$ cat src/rtl/csa_bulk_dispatcher.sv
// csa_bulk_dispatcher
//
// Moves whole bulks of BULK_WORDS words from the 40-bit CSA input buffer
// (read port of the 32->40 width converter) to one of NUM_CH channel engines.
// A bulk starts only when the buffer holds a full bulk and some channel can
// take one. The target channel is picked by rotating priority. Once started,
// a bulk is always read and forwarded in full; only reset can cut it short.
//
// Ports
//   clk, rst_n      : clock, synchronous active-low reset
//   enable          : allows new bulks to start
//   src_r_ready     : source holds at least BULK_WORDS words
//   src_ren         : source read strobe (one word per high cycle)
//   src_rdata       : source data, valid the cycle after src_ren
//   ch_ready        : per-channel "can accept a full bulk"
//   ch_wen          : one-hot channel write strobe
//   ch_wdata        : channel write data (holds last value between bulks)
//   ch_sof, ch_eof  : first / last word of the bulk, qualified by ch_wen
//   busy            : FSM not idle
//   bulk_count      : bulks fully dispatched, wraps at 2^32
module csa_bulk_dispatcher #(
  parameter int DATA_WIDTH = 40,
  parameter int NUM_CH     = 4,
  parameter int BULK_WORDS = 5
) (
  input  logic                  clk,
  input  logic                  rst_n,
  input  logic                  enable,
  input  logic                  src_r_ready,
  output logic                  src_ren,
  input  logic [DATA_WIDTH-1:0] src_rdata,
  input  logic [NUM_CH-1:0]     ch_ready,
  output logic [NUM_CH-1:0]     ch_wen,
  output logic [DATA_WIDTH-1:0] ch_wdata,
  output logic                  ch_sof,
  output logic                  ch_eof,
  output logic                  busy,
  output logic [31:0]           bulk_count
);

  localparam int PW = (NUM_CH > 1) ? $clog2(NUM_CH) : 1;
  // wcnt counts read words (0..BULK_WORDS-1) and the two drain cycles (0..1)
  localparam int CW = (BULK_WORDS > 2) ? $clog2(BULK_WORDS) : 1;
  localparam logic [CW-1:0] LAST_W  = CW'(BULK_WORDS - 1);
  localparam logic [PW-1:0] LAST_CH = PW'(NUM_CH - 1);

  typedef enum logic [1:0] {
    IDLE  = 2'd0,
    READ  = 2'd1,
    DRAIN = 2'd2
  } state_t;

  state_t          state, state_nx;
  logic [PW-1:0]   ptr, ptr_nx;
  logic [PW-1:0]   sel, sel_nx;
  logic [CW-1:0]   wcnt, wcnt_nx;
  logic            src_ren_nx;
  logic            bulk_done;

  logic            rd_valid;
  logic            sof_p1;
  logic            eof_p1;

  // Wrapping increment of a channel index (NUM_CH need not be a power of 2).
  function automatic logic [PW-1:0] next_ch(input logic [PW-1:0] c);
    return (c == LAST_CH) ? '0 : c + PW'(1);
  endfunction

  // First ready channel scanning base, base+1, ... with wraparound.
  function automatic logic [PW-1:0] rr_pick(input logic [NUM_CH-1:0] rdy,
                                            input logic [PW-1:0]     base);
    logic [PW-1:0] pick;
    logic [PW-1:0] idx;
    logic          found;
    pick  = base;
    idx   = base;
    found = 1'b0;
    for (int i = 0; i < NUM_CH; i++) begin
      if (!found && rdy[idx]) begin
        pick  = idx;
        found = 1'b1;
      end
      idx = next_ch(idx);
    end
    return pick;
  endfunction

  function automatic logic [NUM_CH-1:0] onehot(input logic [PW-1:0] c);
    logic [NUM_CH-1:0] v;
    v    = '0;
    v[c] = 1'b1;
    return v;
  endfunction

  always_comb begin
    state_nx   = state;
    ptr_nx     = ptr;
    sel_nx     = sel;
    wcnt_nx    = wcnt;
    src_ren_nx = 1'b0;
    bulk_done  = 1'b0;
    case (state)
      IDLE: begin
        if (enable && src_r_ready && (|ch_ready)) begin
          sel_nx     = rr_pick(ch_ready, ptr);
          src_ren_nx = 1'b1;
          wcnt_nx    = '0;
          state_nx   = READ;
        end
      end
      READ: begin
        // src_ren is already high for word wcnt; keep it up until the last one
        if (wcnt == LAST_W) begin
          wcnt_nx  = '0;
          state_nx = DRAIN;
        end else begin
          wcnt_nx    = wcnt + CW'(1);
          src_ren_nx = 1'b1;
        end
      end
      DRAIN: begin
        // Two cycles: the read pipeline and the output register empty out
        if (wcnt == CW'(1)) begin
          wcnt_nx   = '0;
          ptr_nx    = next_ch(sel);
          bulk_done = 1'b1;
          state_nx  = IDLE;
        end else begin
          wcnt_nx = wcnt + CW'(1);
        end
      end
      default: state_nx = IDLE;
    endcase
  end

  always_ff @(posedge clk) begin
    if (!rst_n) begin
      state      <= IDLE;
      ptr        <= '0;
      sel        <= '0;
      wcnt       <= '0;
      src_ren    <= 1'b0;
      bulk_count <= '0;
    end else begin
      state   <= state_nx;
      ptr     <= ptr_nx;
      sel     <= sel_nx;
      wcnt    <= wcnt_nx;
      src_ren <= src_ren_nx;
      if (bulk_done) begin
        bulk_count <= bulk_count + 32'd1;
      end
    end
  end

  assign busy = (state != IDLE);

  // Stage p1: source read issued last cycle, data arrives this cycle.
  // src_ren is high exactly while in READ, so wcnt is the word index.
  always_ff @(posedge clk) begin
    if (!rst_n) begin
      rd_valid <= 1'b0;
      sof_p1   <= 1'b0;
      eof_p1   <= 1'b0;
    end else begin
      rd_valid <= src_ren;
      sof_p1   <= src_ren && (wcnt == '0);
      eof_p1   <= src_ren && (wcnt == LAST_W);
    end
  end

  // Stage p2: register the word towards the latched channel.
  always_ff @(posedge clk) begin
    if (!rst_n) begin
      ch_wen   <= '0;
      ch_wdata <= '0;
      ch_sof   <= 1'b0;
      ch_eof   <= 1'b0;
    end else begin
      ch_wen <= rd_valid ? onehot(sel) : '0;
      ch_sof <= rd_valid && sof_p1;
      ch_eof <= rd_valid && eof_p1;
      if (rd_valid) begin
        ch_wdata <= src_rdata;
      end
    end
  end

endmodule

$ cat config.mk
export PLATFORM = sky130hd
export DESIGN_NAME = csa_bulk_dispatcher
export DESIGN_NICKNAME = d
export VERILOG_FILES = /design/src/rtl/csa_bulk_dispatcher.sv
export SDC_FILE = /design/constraint.sdc
export NUM_CORES = 1
export LEC_CHECK = 0
export CAP_MARGIN = 20
export CELL_PAD_IN_SITES_DETAIL_PLACEMENT = 1
export CELL_PAD_IN_SITES_GLOBAL_PLACEMENT = 2
export CORE_UTILIZATION = 29
export DETAILED_ROUTE_END_ITERATION = 8
export GPL_TIMING_DRIVEN = 0
export PLACE_DENSITY_LB_ADDON = 0.15
export SLEW_MARGIN = 5
export SYNTH_ARGS = -nofsm -noshare
export SYNTH_HDL_FRONTEND = slang
export SYNTH_SLANG_ARGS = --single-unit
$ cat constraint.sdc
create_clock -name clk -period 5.04 [get_ports clk]
set_input_delay 1.008 -clock clk [delete_from_list [all_inputs] [get_ports clk]]
set_output_delay 1.008 -clock clk [all_outputs]
set_load 0.02 [all_outputs]
==> summary.md, run 1 <==
| Metric | Value |
|---|---|
| Starting density of the core | 30.3% |
| Data arrival time of the critical path | 1.85 ns |
| Area of the die | 0.0145 mm² |
| Sequential element share of the synthesized area | 44.7% |
| Main flop type after synthesis | dfxtp_1 |
| Share of the synthesized area in the top cell type | 44.7% |
| Iteration-0 DRC count of the detailed router | 131 |
| Compound-cell area share of the yosys netlist | 8.11% |
| Library cells used by synthesis | 54 |
| Weighted congestion reported at the end of routability-driven placement | 0.776 |
| Number of antenna violations at the first check in global routing | 0 |
| Cell Area, Synth | 0.00407 mm² |
| Wire length of the first global-routing pass | 18900 µm |
| Hold slack | 0.471 ns |
| Via count of the first global-routing pass | 3670 |
| Width of the die | 121 µm |
| Final hold viol count | 0 |
| Critical path launch point | state[0] |
| Number of buffers inserted by hold repair at cts | 0 |
| Largest buffer count on any clock path | 2 |
| Sink Count | 91 |
| Xor and xnor fraction of the mapped netlist area | 4.52% |
| Skew final | 0.00739 ns |
| Number of placed I/O pins | 128 |
| Total of fill cells in the finished design | 1583 |
| Cell accounting for the most synthesized area | dfxtp_1 |
| Most common cell after layout, fill and taps aside | clkdlybuf4s50_1 |
| Post-route fraction of the period consumed by the critical path | 56.7% |
| Clk_lat worst skew | 0.34 ns |
| Worst min-delay path category | reg -> reg |
| Mux cell area share after synthesis | 12.4% |
| Pwr/cell area | 265 mW/mm² |
| Total setup violations reported at the end of the flow | 0 |
| Clock tree from TritonCTS | built |
| Post-synthesis net count | 505 |
| Row count | 42 |
| Maximum vdd ir drop | 0.130 mV |
| Number of buffers created by CTS | 9 |
| Routed via count divided by cell count | 4.80 |
| Max-slew violations | 0 |
| RSZ-0062 raised after global routing | false |
| Sort of element at the end of the critical path | output pin |
| Most area-consuming cells after synthesis | dfxtp_1 (45%), mux2i_1 (11%), nor2_1 (7.1%), ha_1 (4.0%), xnor2_1 (3.7%) |
| Fmax achieved | 350 MHz |
| Die H | 121 µm |
| Total Routing Usage GR | 16.6% |
| Relative slew margins | 48.9% |
| Post-synth EDFFs | 0 |
| Footprint of the multi-input gates | 0.00209 mm² |
| Pleak | 2.02 nW |
| Synth warn | 0 |
| Sequential cell area | 0.00182 mm² |
| Buffer type at the clock tree root | clkbuf_16 |
| Fraction of registers with async set or reset after synthesis | 0% |
| DRC violation count after routing | 0 |
| Adder-cell share of the synthesized area | 3.99% |
| Critical path startpoint category | flip-flop |
| Setup bufs post-CTS | 0 |
| Status | finished clean |
| Synthesized flop and latch total | 91 |
| Maximum number of pins on one net before global-route repair | 14 |
| Post-DP HPWL | 8700 µm |
| Worst Reg-to-Reg Cells | 8 |
| Largest family of logic cells by synthesized area | simple AND/OR/NAND/NOR gates |
| Routed wire length | 11400 µm |
| Sum Neg Setup Slack | 0 ns |
| Register clock-pin slew on the reported worst setup and hold paths | 0.06 ns |
| Worst flop-to-flop path startpoint | state[0] |
| Layout cell share with drive strength beyond 1 | 4.62% |
| Post-CTS resize count | 0 |
| Port Buffers | 127 |
| Area growth from synthesis to layout | 43.6% |
| Average wire length per cell after detail routing | 15.0 µm |
| Period minus WS final | 2.86 ns |
| Max-capacitance violation count | 0 |
| Start point of the worst min-delay path | sof_p1 |
| Final-stage net count | 643 |
| Simple-gate portion of the synthesized area | 22.3% |
| Gate Count Post-Synth | 444 |
| Cell count of the worst hold path | 1 |
| Largest fanout on the critical path | 7 |
| Total global routing overflow | 0 |
| Transition at the pin with the smallest max-transition slack | 0.766 ns |
| Critical path start-end classification | reg -> out |
| Req. time, crit path | 4.03 ns |
| Routed Antenna Nets | 0 |
| Pre-Repair DR Iteration Count | 4 |
| H-tree depth reported by CTS | 3 |
| Routed vias | 3651 |
| Core box area | 0.0135 mm² |
| Antenna cell count | 0 |
| Leading cell types in the layout, fill and taps excluded | clkdlybuf4s50_1 (127), dfxtp_1 (91), nor2_1 (77) |
| Post-Synthesis Mean Instance Area | 9.17 µm² |
[logic make-up (layout without fill, tap and decap cells)]
family	count (synthesis)	after routing
AOI/OAI and AO/OA	53	53
buffers and inverters	39	180
muxes	48	48
and+or+nand+nor	179	179
xor gates and xnor gates	21	21
adders and majority gates	13	13
DFF	91	91
[path summary, 6_finish.rpt]
path / slack, ns / to
hold / removal: 0.47 / ch_sof
setup reg to reg: 2.81 / bulk_count[29]
hold reg to reg: 0.47 / ch_sof
setup / recovery: 2.18 / busy
[worst max-delay path, cell delays in order, from the launching register on]
cell and delay (ns):
dfxtp_1 0.33, inv_1 0.08, ha_1 0.26, inv_1 0.19, clkdlybuf4s50_1 0.64
[flip-flops by register name (all words and copies together) (netlist names), 2 cells and up]
signal,cells
sel,2
ch_wen,4
state,2
bulk_count,32
ptr,2
wcnt,3
ch_wdata,40
[cells in the mapped netlist, types with 2 or more instances]
library cell  count
dfxtp_1          91
nor2_1           77
mux2i_1          45
nand2_1          22
inv_1            17
o21ai_0          17
xnor2_1          17
a21oi_1          15
ha_1             13
clkbuf_1         11
nor4_1           11
and3_1            9
nand3_1           9
nand4_1           9
nor3_1            9
or3_1             8
buf_1             5
and4_1            4
nand2b_1          4
xor2_1            4
a31oi_1           3
nor3b_1           3
nor4b_1           3
a21boi_0          2
a22oi_1           2
a311oi_1          2
buf_2             2
inv_2             2
mux4_2            2
nor2b_1           2
[layout make-up]
class / count / share of cell area (%)
Multi-Input combinational cell: 314 / 35.8
Tap cell: 176 / 3.77
Timing Repair Buffer: 127 / 21.7
Buffer: 20 / 1.52
Clock buffer: 11 / 4.15
Clock inverter: 3 / 0.685
Inverter: 19 / 1.22
Sequential cell: 91 / 31.2
[power by group]
| group | total, mW | internal, mW | switching [mW] |
|---|---|---|---|
| logic | 0.157 | 0.0794 | 0.0772 |
| registers | 0.741 | 0.733 | 0.00804 |
| clock network | 0.651 | 0.390 | 0.261 |
| total | 1.55 | 1.20 | 0.346 |
[routing by layer]
layer  GRT usage (%)  up-vias  share of wire [%]
met5               0        -                  0
met4            4.40        0               0.98
met3            3.92       10                4.8
met2            26.3       93                 45
met1            22.4     1723                 49
li1                -     1825                  -
[metrics by stage]
step	setup slack [ns]	instance area [µm²]	util, %	power (mW)	instances
6_report	2.18	5850	43.5	1.55	761
3_5_place_dp	1.87	5560	41.4	0.915	747
4_1_cts	2.17	5850	43.5	1.58	761
5_1_grt	2.06	5850	43.5	1.62	761
2_1_floorplan	2.61	4070	-	0.830	444
3_3_place_gp	1.84	5560	41.4	0.912	747
No activity file was read; power rests on OpenSTA's default activity.
==> run 2, diff against run 1 <==
--- a/config.mk
+++ b/config.mk
@@ -8,7 +8,7 @@
 export CAP_MARGIN = 20
 export CELL_PAD_IN_SITES_DETAIL_PLACEMENT = 1
 export CELL_PAD_IN_SITES_GLOBAL_PLACEMENT = 2
-export CORE_UTILIZATION = 29
+export CORE_UTILIZATION = 24
 export DETAILED_ROUTE_END_ITERATION = 8
 export GPL_TIMING_DRIVEN = 0
 export PLACE_DENSITY_LB_ADDON = 0.15
==> constraint.sdc (replaced) <==
create_clock -name clk -period 2.6 [get_ports clk]
set_input_delay 0.52 -clock clk [delete_from_list [all_inputs] [get_ports clk]]
set_output_delay 0.52 -clock clk [all_outputs]
set_load 0.02 [all_outputs]
==> run 2 against run 1 <==
  * Final cell count grew 6.0%
  * Design area grew 1.2%
  * Worst setup slack lost 2.0 ns
  * Global-route usage shrank 2.2 points
  * First-iteration DRC count shrank 36%
  * Core utilization shrank 7.8 points
  * Routed wire length grew 6.7%
  * Flip-flop and latch count is the same
  * Clock power grew 100%
  * Largest cell class unchanged
  * Largest power group unchanged
==> summary.md, run 2 (synthesis gave the netlist of run 1 again) <==
| Metric | Value |
|---|---|
| Leading cell types in the layout, fill and taps excluded | clkdlybuf4s50_1 (127), dfxtp_1 (91), nor2_1 (77) |
| Worst flop-to-flop path startpoint | ptr[1] |
| Pre-Repair DR Iteration Count | 4 |
| Area growth from synthesis to layout | 45.2% |
| Layout cell share with drive strength beyond 1 | 4.94% |
| Most common cell after layout, fill and taps aside | clkdlybuf4s50_1 |
| Worst path slowest cell | clkdlybuf4s50_1 |
| Clk_lat worst skew | 0.34 ns |
| Critical path launch point | state[1] |
| Reg2reg setup slack | 0.32 ns |
| Area of the die | 0.0175 mm² |
| Req. time, crit path | 2.08 ns |
| Routed Antenna Nets | 0 |
| Port Buffers | 127 |
| Largest fanout on the critical path | 7 |
| Total setup violations reported at the end of the flow | 0 |
| Max-capacitance violation count | 0 |
| Sort of element at the end of the critical path | output pin |
| Routed wire length | 12200 µm |
| Width of the die | 132 µm |
| Sum Neg Setup Slack | 0 ns |
| Reg-to-reg critical path endpoint | sel[0] |
| Total global routing overflow | 0 |
| Largest buffer count on any clock path | 2 |
| Maximum number of pins on one net before global-route repair | 15 |
| Last element of the critical path | busy |
| Max reg flops | 40 |
| Core box area | 0.0166 mm² |
| Clock tree from TritonCTS | built |
| Final cell count without fillers | 807 |
| Period minus WS final | 2.38 ns |
| Cell type with the highest occurrence count on the critical path | inv_1 |
| Die H | 132 µm |
| Dpl cells | 791 |
| Final hold viol count | 0 |
| DRC violation count after routing | 0 |
| Top flop regs | ch_wdata (40), bulk_count (32), ch_wen (4) |
| Maximum vdd ir drop | 0.332 mV |
| Transition at the pin with the smallest max-transition slack | 0.749 ns |
| Sink Count | 91 |
| Buffer type at the clock tree root | clkbuf_16 |
| Start point of the worst min-delay path | eof_p1 |
| Via count of the first global-routing pass | 3812 |
| Pleak | 2.02 nW |
| Post-route fraction of the period consumed by the critical path | 91.5% |
| H-tree depth reported by CTS | 3 |
| Weighted congestion reported at the end of routability-driven placement | 0.744 |
| Relative slew margins | 50.1% |
| Critical path startpoint category | flip-flop |
| Skew final | 0.00805 ns |
| Post-DP HPWL | 9330 µm |
| Worst min-delay path category | reg -> reg |
| Data arrival time of the critical path | 1.86 ns |
| Status | finished clean |
| Number of antenna violations at the first check in global routing | 0 |
| RSZ-0062 raised after global routing | true |
| Number of placed I/O pins | 128 |
| Slowest Stage Delay on Critical Path | 0.65 ns |
| Wire length of the first global-routing pass | 19900 µm |
| Routed vias | 3690 |
| Pwr/cell area | 516 mW/mm² |
| Register clock-pin slew on the reported worst setup and hold paths | 0.06 ns |
| Average wire length per cell after detail routing | 15.1 µm |
| Starting density of the core | 24.6% |
| Number of buffers inserted by hold repair at cts | 0 |
| Iteration-0 DRC count of the detailed router | 84 |
| Max-slew violations | 0 |
| Number of buffers created by CTS | 9 |
| Fmax achieved | 420 MHz |
| Total Routing Usage GR | 14.3% |
| Final-stage net count | 643 |
| Critical path start-end classification | reg -> out |
| Largest register by flop count | ch_wdata |
| Row count | 47 |
| Setup bufs post-CTS | 0 |
| Critical-path cell list | inv_1 > ha_1 > inv_1 > clkdlybuf4s50_1 |
| Worst Reg-to-Reg Cells | 6 |
| Routed via count divided by cell count | 4.57 |
| Antenna cell count | 0 |
==> run 2: worst max-delay path, delay by kind of cell (launching register included) <==
kind                       cells  cell delay (ns)
adders and majority gates      1             0.23
buffers and inverters          3             0.93
DFF                            1             0.36
==> run 2: area by class of cell <==
type | count | area, µm²
inverter | 19 | 71.3
sequential | 91 | 1820
timing repair buffer | 127 | 1270
buffer | 20 | 88.8
tap | 220 | 275
fill | 1946 | 10700
clock inverter | 5 | 52.6
multi-input combinational | 314 | 2090
clock buffer | 11 | 243
==> run 2: how the worst min path moves through the flow <==
stage	depth (start not counted)	slack [ns]	end
after detailed placement	1	0.45	ch_eof
after CTS	1	0.47	ch_eof
after global routing	1	0.49	ch_eof
after floorplan	1	0.44	ch_eof
after global placement	1	0.44	ch_eof
final	1	0.47	ch_eof
==> run 2: per-layer routing <==
metal / part of all wire (%) / global-route usage, %
met3: 4.6 / 3.50
met4: 1.0 / 4.21
met2: 46 / 23.4
met1: 49 / 18.7
met5: 0 / 0
==> run 2: through the flow <==
step / worst slack, ns / power (mW) / area (µm²) / hold WS [ns] / util [%]
final: 0.221 / 3.05 / 5910 / 0.468 / 35.7
after global routing: -0.0127 / 3.20 / 5910 / 0.494 / 35.7
after CTS: 0.208 / 3.12 / 5910 / 0.469 / 35.7
after detailed placement: -0.0958 / 1.78 / 5620 / 0.453 / 33.9
after global placement: -0.0960 / 1.77 / 5620 / 0.440 / 33.9
after floorplan: 0.501 / 1.61 / 4070 / 0.437 / -
==> run 2: repair_timing <==
action,in CTS,in global routing
setup endpoints to repair,0,2
resized for setup,0,0
endpoints found under the hold margin,0,0
==> run 2: power by group <==
group	total, mW	leakage (nW)	internal, mW	switching (mW)
combinational	0.304	1.14	0.153	0.150
clock	1.31	0.145	0.767	0.546
sequential	1.44	0.736	1.42	0.0153
total	3.05	2.02	2.34	0.712
==> run 3, diff against run 2 <==
--- a/config.mk
+++ b/config.mk
@@ -16,3 +16,4 @@
 export SYNTH_ARGS = -nofsm -noshare
 export SYNTH_HDL_FRONTEND = slang
 export SYNTH_SLANG_ARGS = --single-unit
+export TNS_END_PERCENT = 20
==> results of run 3 <==
The final DEF is identical to that of run 2; final timing and power are the same.
